`config.mk`:
```
export PLATFORM = sky130hd
export DESIGN_NAME = pll_reset_sequencer
export DESIGN_NICKNAME = d
export VERILOG_FILES = /design/src/rtl/pll_reset_sequencer.sv
export SDC_FILE = /design/constraint.sdc
export NUM_CORES = 1
export LEC_CHECK = 0
export CAP_MARGIN = 15
export CORE_ASPECT_RATIO = 0.6
export CORE_MARGIN = 2
export CORE_UTILIZATION = 45
export CTS_BUF_LIST = sky130_fd_sc_hd__clkbuf_8
export CTS_CLUSTER_DIAMETER = 60
export CTS_CLUSTER_SIZE = 8
export DETAILED_ROUTE_END_ITERATION = 8
export SKIP_CTS_REPAIR_TIMING = 1
export SYNTH_ARGS = -nofsm -noshare
export SYNTH_HDL_FRONTEND = slang
export SYNTH_SLANG_ARGS = --single-unit
```
`constraint.sdc`:
```
create_clock -name EXT_CLK_50MHz -period 2.9 [get_ports EXT_CLK_50MHz]
set_input_delay 0.29 -clock EXT_CLK_50MHz [delete_from_list [all_inputs] [get_ports EXT_CLK_50MHz]]
set_output_delay 0.29 -clock EXT_CLK_50MHz [all_outputs]
set_load 0.02 [all_outputs]
```
`src/rtl/pll_reset_sequencer.sv`:
```
// PLL bring-up sequencer: holds the PLL in reset, waits for a stable lock,
// delays SoC reset release, and retries or faults on lock timeout.
module pll_reset_sequencer #(
  parameter int POR_CYCLES   = 127,
  parameter int LOCK_STABLE  = 64,
  parameter int LOCK_TIMEOUT = 65536,
  parameter int SOC_DELAY    = 256,
  parameter int MAX_RETRY    = 3
) (
  input  logic       EXT_CLK_50MHz,
  input  logic       BTN_RESET_n,
  input  logic       pll_locked_in,
  output logic       pll_areset,
  output logic       soc_reset_n,
  output logic [2:0] seq_state,
  output logic [7:0] lock_loss_count,
  output logic       fault
);

  localparam logic [2:0] S_POR   = 3'd0;
  localparam logic [2:0] S_WAIT  = 3'd1;
  localparam logic [2:0] S_SOC   = 3'd2;
  localparam logic [2:0] S_RUN   = 3'd3;
  localparam logic [2:0] S_FAULT = 3'd4;

  // One shared phase counter, wide enough for the longest phase.
  localparam int CNT_MAX = (POR_CYCLES > LOCK_TIMEOUT) ?
                           ((POR_CYCLES > SOC_DELAY) ? POR_CYCLES : SOC_DELAY) :
                           ((LOCK_TIMEOUT > SOC_DELAY) ? LOCK_TIMEOUT : SOC_DELAY);
  localparam int CNT_W   = $clog2(CNT_MAX + 1);
  localparam int STAB_W  = $clog2(LOCK_STABLE + 1);
  localparam int RETRY_W = $clog2(MAX_RETRY + 1);

  localparam logic [CNT_W-1:0]   POR_LAST   = CNT_W'(POR_CYCLES - 1);
  localparam logic [CNT_W-1:0]   TO_LAST    = CNT_W'(LOCK_TIMEOUT - 1);
  localparam logic [CNT_W-1:0]   SOC_LAST   = CNT_W'(SOC_DELAY - 1);
  localparam logic [STAB_W-1:0]  STAB_LAST  = STAB_W'(LOCK_STABLE - 1);
  localparam logic [RETRY_W-1:0] RETRY_LAST = RETRY_W'(MAX_RETRY - 1);

  logic               sync1_q, lock_s;
  logic [2:0]         st_q, st_d;
  logic [CNT_W-1:0]   cnt_q, cnt_d;
  logic [STAB_W-1:0]  stab_q, stab_d;
  logic [RETRY_W-1:0] retry_q, retry_d;
  logic [7:0]         llc_q, llc_d;
  logic               areset_q, areset_d, socn_q, socn_d, fault_q, fault_d;

  always_comb begin
    st_d     = st_q;
    cnt_d    = cnt_q;
    stab_d   = stab_q;
    retry_d  = retry_q;
    llc_d    = llc_q;
    areset_d = areset_q;
    socn_d   = socn_q;
    fault_d  = fault_q;
    case (st_q)
      S_POR: begin
        stab_d = '0;
        if (cnt_q == POR_LAST) begin
          st_d     = S_WAIT;
          cnt_d    = '0;
          areset_d = 1'b0;
        end else cnt_d = cnt_q + 1'b1;
      end
      S_WAIT: begin
        stab_d = lock_s ? stab_q + 1'b1 : '0;
        // Acceptance is tested first so it wins over a coincident timeout.
        if (lock_s && stab_q == STAB_LAST) begin
          st_d    = S_SOC;
          cnt_d   = '0;
          stab_d  = '0;
          retry_d = '0;
        end else if (cnt_q == TO_LAST) begin
          retry_d  = retry_q + 1'b1;
          cnt_d    = '0;
          stab_d   = '0;
          areset_d = 1'b1;
          if (retry_q == RETRY_LAST) begin
            st_d    = S_FAULT;
            fault_d = 1'b1;
          end else st_d = S_POR;
        end else cnt_d = cnt_q + 1'b1;
      end
      S_SOC: begin
        if (!lock_s) begin
          st_d     = S_POR;
          cnt_d    = '0;
          areset_d = 1'b1;
        end else if (cnt_q == SOC_LAST) begin
          st_d   = S_RUN;
          cnt_d  = '0;
          socn_d = 1'b1;
        end else cnt_d = cnt_q + 1'b1;
      end
      S_RUN: begin
        if (!lock_s) begin
          st_d     = S_POR;
          cnt_d    = '0;
          areset_d = 1'b1;
          socn_d   = 1'b0;
          if (llc_q != 8'hFF) llc_d = llc_q + 1'b1;
        end
      end
      S_FAULT: ;
      default: begin
        st_d     = S_POR;
        cnt_d    = '0;
        stab_d   = '0;
        areset_d = 1'b1;
        socn_d   = 1'b0;
        fault_d  = 1'b0;
      end
    endcase
  end

  always_ff @(posedge EXT_CLK_50MHz) begin
    if (!BTN_RESET_n) begin
      sync1_q  <= 1'b0;
      lock_s   <= 1'b0;
      st_q     <= S_POR;
      cnt_q    <= '0;
      stab_q   <= '0;
      retry_q  <= '0;
      llc_q    <= '0;
      areset_q <= 1'b1;
      socn_q   <= 1'b0;
      fault_q  <= 1'b0;
    end else begin
      sync1_q  <= pll_locked_in;
      lock_s   <= sync1_q;
      st_q     <= st_d;
      cnt_q    <= cnt_d;
      stab_q   <= stab_d;
      retry_q  <= retry_d;
      llc_q    <= llc_d;
      areset_q <= areset_d;
      socn_q   <= socn_d;
      fault_q  <= fault_d;
    end
  end

  assign pll_areset      = areset_q;
  assign soc_reset_n     = socn_q;
  assign fault           = fault_q;
  assign seq_state       = st_q;
  assign lock_loss_count = llc_q;

endmodule
```
==> results of run 1 <==
## Yosys cell counts (2+ instances only)
library cell               instances
sky130_fd_sc_hd__a21oi_1           7
sky130_fd_sc_hd__a31oi_1           2
sky130_fd_sc_hd__and2_1            6
sky130_fd_sc_hd__and3_1            2
sky130_fd_sc_hd__and3_2            2
sky130_fd_sc_hd__and4_1            3
sky130_fd_sc_hd__clkbuf_1          3
sky130_fd_sc_hd__dfxtp_1          42
sky130_fd_sc_hd__ha_1              7
sky130_fd_sc_hd__inv_1             8
sky130_fd_sc_hd__mux2i_1           3
sky130_fd_sc_hd__nand2_1          20
sky130_fd_sc_hd__nand3_1          14
sky130_fd_sc_hd__nand4_1           6
sky130_fd_sc_hd__nor2_1           42
sky130_fd_sc_hd__nor3_1            7
sky130_fd_sc_hd__nor4_1            2
sky130_fd_sc_hd__o21ai_0           8
sky130_fd_sc_hd__o21bai_1          2
sky130_fd_sc_hd__or3_4             2
sky130_fd_sc_hd__xnor2_1          11
sky130_fd_sc_hd__xor2_1           15
## where the power goes
group,internal (mW),leakage [nW],total [mW],switching [mW]
Clock,0.189,0.0524,0.381,0.193
Combinational,0.179,0.487,0.416,0.237
Sequential,0.618,0.340,0.690,0.0721
## final cells by class
type / instances / area (um^2)
fillers: 433 / 2140
multi-input cells: 182 / 1150
flip-flops and latches: 42 / 841
repair buffers: 19 / 183
clock buffers: 6 / 82.6
well taps: 63 / 78.8
inverters: 8 / 30.0
clock inverters: 2 / 8.76
## how the worst max path moves through the flow
stage / to / cells past startpoint / from / slack [ps]
finish: cnt_q[1]$_SDFFE_PN0P_ / 10 / cnt_q[7]$_SDFFE_PN0P_ / 120
global route: cnt_q[1]$_SDFFE_PN0P_ / 10 / cnt_q[7]$_SDFFE_PN0P_ / 10
CTS: cnt_q[1]$_SDFFE_PN0P_ / 10 / cnt_q[7]$_SDFFE_PN0P_ / 130
detailed placement: cnt_q[1]$_SDFFE_PN0P_ / 10 / cnt_q[7]$_SDFFE_PN0P_ / 150
global placement: cnt_q[1]$_SDFFE_PN0P_ / 10 / cnt_q[7]$_SDFFE_PN0P_ / 240
floorplan: cnt_q[0]$_SDFFE_PN0P_ / 11 / cnt_q[7]$_SDFFE_PN0P_ / 390
## through the flow
stage / power (mW) / hold slack [ps] / cells / instance area [um^2]
after floorplan: 1.03 / 412 / 239 / 2080
after global placement: 1.12 / 421 / 314 / 2280
after detailed placement: 1.11 / 422 / 314 / 2280
after CTS: 1.49 / 440 / 322 / 2370
after global routing: 1.59 / 484 / 322 / 2370
final: 1.49 / 435 / 322 / 2370
## metal layers
layer	global-route usage, %	wire length, um	share of wire [%]
met5	0	0	0
met4	5.54	31	0.76
met3	5.23	218	5.3
met2	20.8	1410	35
met1	28.5	2420	59
## sequential cells by signal, summed over array words and instances, names as in the netlist
name,count
cnt_q,17
fault,1
lock_loss_count,8
lock_s,1
pll_areset,1
retry_q,2
seq_state,3
soc_reset_n,1
stab_q,7
sync1_q,1
## cells by family after synthesis
kind of cell | Yosys count
flops | 42
simple gates | 118
compound gates | 28
fa+ha+maj | 7
xor+xnor | 26
mux | 3
buf+inv | 15
==> flow_metrics.env, run 1 <==
export IMPL_area_growth_synth_to_final_pct=14.3
export IMPL_hold_path_depth=1
export IMPL_globalplace_congestion=0.831
export IMPL_synth_top_area_share_pct=40.5
export IMPL_worst_path_slowest_cell="sky130_fd_sc_hd__or3_4"
export IMPL_finalCritPeriodShare_pct=95.8
export IMPL_finalHoldViolCount=0
export IMPL_criticalPathCategory="reg -> reg"
export IMPL_number_of_synthesized_flops_with_an_enable_pin=0
export IMPL_crit_reg2reg_launch="cnt_q[7]$_SDFFE_PN0P_"
export IMPL_route_antenna_remaining_nets=0
export IMPL_postLayoutSetupSlackWorst_ps=121
export IMPL_power_density_nw_per_um2=626
export IMPL_cts_reportedPaths_clkPinSlew_ps=80
export IMPL_die_height_um=56.6
export IMPL_irDropWorstVdd_v=0.000301
export IMPL_leakage_nw=0.879
export IMPL_critical_path_cell_chain="and4_2, and3_1, and4_1, and3_2, nand3_1, inv_1, ha_1, or3_4, a31o_4, a211oi_1"
export IMPL_cts_htree_levels=2
export IMPL_drt_drc_violations_left=0
export IMPL_critical_path_startpoint_type="flop"
export IMPL_placed_wire_length_estimate_after_detailed_placement_um=3010
export IMPL_postSynthCellCount=239
export IMPL_chipWidth_um=91.7
export IMPL_root_buffer="sky130_fd_sc_hd__clkbuf_8"
export IMPL_syn_num_nets=249
export IMPL_synth_cell_type_count=47
export IMPL_timing_critical_path_max_delay_family="simple AND/OR/NAND/NOR gates"
export IMPL_post_synth_fa_ha_maj_area_fraction_pct=4.21
export IMPL_grtUsageTotal_pct=17.5
export IMPL_worst_r2r_endpoint="cnt_q[1]$_SDFFE_PN0P_"
export IMPL_synth_seq_area_share_pct=40.5
export IMPL_setup_worst_path_end_class="flop"
export IMPL_average_footprint_of_a_synthesized_cell_um2=8.70
export IMPL_io_pins=17
export IMPL_nets_finish=268
export IMPL_vias_per_cell=4.96
export IMPL_synth_top_cells_by_area="sky130_fd_sc_hd__dfxtp_1, sky130_fd_sc_hd__nor2_1, sky130_fd_sc_hd__xor2_1"
export IMPL_crit_buf_inv=1
export IMPL_gr_total_overflow=0
export IMPL_worstHoldPathType="reg -> reg"
export IMPL_numPortBuffers=16
export IMPL_core_area_um2=4520
export IMPL_timing_worst_slew_pin_value_ps=576
export IMPL_worst_clock_skew_ps=5.47
export IMPL_synth_simple_gate_area_share_pct=28.7
export IMPL_status="finished, final reports clean"
export IMPL_period_needed_ps=2780
export IMPL_syn_area_um2=2080
export IMPL_synth_xor_area_share_pct=11.0
export IMPL_final_cell_mix="sky130_fd_sc_hd__nor2_1, sky130_fd_sc_hd__dfxtp_1, sky130_fd_sc_hd__nand2_1"
export IMPL_rsz0062_at_grt="false"
export IMPL_number_of_diodes=0
export IMPL_r2r_slack_ps=120
export IMPL_final_layout_size_suffix_gt1_share_pct=9.27
export IMPL_maxCapViolations=0
export IMPL_min_delay_start="sync1_q$_SDFF_PN0_"
export IMPL_clk_latency_ps=290
export IMPL_utilization_pct=52.6
export IMPL_timing_setup_tns_ps=0
export IMPL_holdPathEnd="lock_s$_SDFF_PN0_"
export IMPL_placementRows=19
export IMPL_ys_dominant_reg_cell="sky130_fd_sc_hd__dfxtp_1"
export IMPL_cp_data_required_time_ps=3110
export IMPL_detail_route_wirelength_um=4080
export IMPL_dp_slack_ps=150
export IMPL_dominant_cell_type_by_area_after_synthesis="sky130_fd_sc_hd__dfxtp_1"
export IMPL_detail_route_iter0_violations=95
export IMPL_slew_violations=0
export IMPL_ys_warn_count=0
export IMPL_reg2regPathDepth=10
export IMPL_vias=1596
export IMPL_achievable_frequency_ghz=0.360
export IMPL_antenna_found_initial=0
export IMPL_grt_pass1_wl_um=7100
export IMPL_synth_compound_gate_area_share_pct=10.1
export IMPL_first_pass_iters=4
export IMPL_setup_viol=0
export IMPL_post_drt_wl_per_cell_um=12.7
export IMPL_dominant_combinational_cell_family_by_area_after_synthesis="simple AND/OR/NAND/NOR gates"
export IMPL_critical_path_arrival_ps=2980
export IMPL_worst_path_max_fanout=16
export IMPL_yosys_mux_area_fraction_pct=1.44
export IMPL_cts_path_max_buffers=2
export IMPL_clock_sink_count=42
export IMPL_first_global_vias=1467
export IMPL_synth_async_sr_flop_share_pct=0
export IMPL_start_util_pct=46.0
export IMPL_ys_seq_elements=42
export IMPL_relative_slew_slack_pct=61.6
export IMPL_largest_net_degree_at_the_start_of_global_routing=17
export IMPL_tritoncts_num_buffers=5
export IMPL_timing_critical_path_slowest_cell_delay_ps=440
export IMPL_cts_tree="built"
export IMPL_fp_dieArea_um2=5200
No activity file was read; power rests on OpenSTA's default activity.
==> run 2, diff against run 1 <==
Settings changed: PLACE_DENSITY from default to 0.67, TNS_END_PERCENT from default to 100.
Clock period 2.9 ns to 2.26 ns, I/O delays scaled along.
==> flow_metrics.env, run 2 (synthesis gave the netlist of run 1 again) <==
export IMPL_register_ranked_first_by_flip_flop_count="cnt_q"
export IMPL_critical_path_arrival_ps=2400
export IMPL_drt_drc_violations_left=0
export IMPL_setup_worst_path_end_class="flop"
export IMPL_tritoncts_num_buffers=5
export IMPL_setup_viol=0
export IMPL_critical_path_startpoint_type="flop"
export IMPL_final_layout_size_suffix_gt1_share_pct=18.6
export IMPL_dp_slack_ps=-33.8
export IMPL_first_pass_iters=4
export IMPL_start_util_pct=46.0
export IMPL_cp_data_required_time_ps=2460
export IMPL_final_cell_mix="sky130_fd_sc_hd__nor2_1, sky130_fd_sc_hd__dfxtp_1, sky130_fd_sc_hd__nand2_1"
export IMPL_criticalPathCategory="reg -> reg"
export IMPL_nets_finish=283
export IMPL_power_density_nw_per_um2=803
export IMPL_period_needed_ps=2200
export IMPL_numPortBuffers=16
export IMPL_crit_buf_inv=2
export IMPL_achievable_frequency_ghz=0.454
export IMPL_largest_register_ffs=17
export IMPL_worstHoldPathType="reg -> reg"
export IMPL_layout_commonest_cell="sky130_fd_sc_hd__nor2_1"
export IMPL_timing_critical_path_max_delay_family="simple AND/OR/NAND/NOR gates"
export IMPL_timing_worst_slew_pin_value_ps=537
export IMPL_rsz0062_at_grt="false"
export IMPL_relative_slew_slack_pct=64.1
export IMPL_vias=1744
export IMPL_critical_path_cell_chain="and4_4, and3_4, and4_4, and3_4, nand3_2, inv_2, ha_4, or3_4, buf_4, a31oi_4, nor3b_2"
export IMPL_leakage_nw=0.953
export IMPL_core_area_um2=4520
export IMPL_hold_slack_ps=444
export IMPL_clock_sink_count=42
export IMPL_placementRows=19
export IMPL_fp_dieArea_um2=5200
export IMPL_worst_path_slowest_cell="sky130_fd_sc_hd__or3_4"
export IMPL_grtUsageTotal_pct=17.5
export IMPL_chipWidth_um=91.7
export IMPL_postLayoutSetupSlackWorst_ps=58.8
export IMPL_irDropWorstVdd_v=0.000340
export IMPL_die_height_um=56.6
export IMPL_maxCapViolations=0
export IMPL_timing_critical_path_slowest_cell_delay_ps=420
export IMPL_route_antenna_remaining_nets=0
export IMPL_globalplace_congestion=0.850
export IMPL_worst_clock_skew_ps=6.20
export IMPL_cts_path_max_buffers=2
export IMPL_clk_latency_ps=300
export IMPL_largest_net_degree_at_the_start_of_global_routing=17
export IMPL_gr_total_overflow=0
export IMPL_grt_pass1_wl_um=7110
export IMPL_status="finished, final reports clean"
export IMPL_placed_wire_length_estimate_after_detailed_placement_um=3160
export IMPL_antenna_found_initial=0
export IMPL_finalHoldViolCount=0
export IMPL_worst_path_max_fanout=6
export IMPL_vias_per_cell=5.18
export IMPL_io_pins=17
export IMPL_finalCritPeriodShare_pct=97.4
export IMPL_first_global_vias=1559
export IMPL_number_of_diodes=0
export IMPL_detail_route_wirelength_um=4460
export IMPL_cts_tree="built"
export IMPL_root_buffer="sky130_fd_sc_hd__clkbuf_8"
export IMPL_cts_htree_levels=2
export IMPL_post_drt_wl_per_cell_um=13.2
export IMPL_area_growth_synth_to_final_pct=22.9
export IMPL_cts_reportedPaths_clkPinSlew_ps=80
export IMPL_slew_violations=0
export IMPL_detail_route_iter0_violations=154
==> run 2: through the flow <==
| step | utilization, % | TNS, ps | cell area, um^2 | instances | power, mW |
|---|---|---|---|---|---|
| 2_1_floorplan | - | 0 | 2090 | 239 | 1.32 |
| 3_3_place_gp | 53.0 | 0 | 2390 | 327 | 1.47 |
| 3_5_place_dp | 53.0 | -33.8 | 2390 | 327 | 1.47 |
| 4_1_cts | 55.1 | -80.5 | 2490 | 335 | 1.98 |
| 5_1_grt | 56.6 | 0 | 2550 | 337 | 2.15 |
| 6_report | 56.6 | 0 | 2550 | 337 | 2.05 |
==> run 2: final timing paths <==
path,startpoint,to,cells after the start,slack [ps]
hold reg to reg,sync1_q$_SDFF_PN0_,lock_s$_SDFF_PN0_,1,440
hold / removal,sync1_q$_SDFF_PN0_,lock_s$_SDFF_PN0_,1,440
setup reg to reg,cnt_q[7]$_SDFFE_PN0P_,seq_state[1]$_SDFFE_PN0P_,11,60
setup / recovery,cnt_q[7]$_SDFFE_PN0P_,seq_state[1]$_SDFFE_PN0P_,11,60
==> run 2: per-layer routing <==
metal | wire [um] | GRT usage [%]
met5 | 0 | 0
met1 | 2440 | 25.5
met2 | 1720 | 23.9
met3 | 214 | 4.70
met4 | 83 | 8.32
==> run 2: cell type report <==
type,count,area (um^2)
fill,431,1960
inverter,8,30.0
clock inverter,2,12.5
multi-input combinational,183,1220
tap,63,78.8
sequential,42,842
clock buffer,6,82.6
timing repair buffer,33,288
==> run 2: where the power goes <==
group | internal (mW) | leakage, nW | switching, mW
logic | 0.304 | 0.565 | 0.371
clock network | 0.246 | 0.0472 | 0.267
registers | 0.793 | 0.340 | 0.0718
total | 1.34 | 0.953 | 0.709
==> run 2: worst register-to-register path: stages, from the launching register on <==
cell and delay (ps):
sky130_fd_sc_hd__dfxtp_2 320, sky130_fd_sc_hd__and4_4 180, sky130_fd_sc_hd__and3_4 170, sky130_fd_sc_hd__and4_4 140
sky130_fd_sc_hd__and3_4 170, sky130_fd_sc_hd__nand3_2 80, sky130_fd_sc_hd__inv_2 50, sky130_fd_sc_hd__ha_4 170
sky130_fd_sc_hd__or3_4 420, sky130_fd_sc_hd__buf_4 170, sky130_fd_sc_hd__a31oi_4 180, sky130_fd_sc_hd__nor3b_2 60
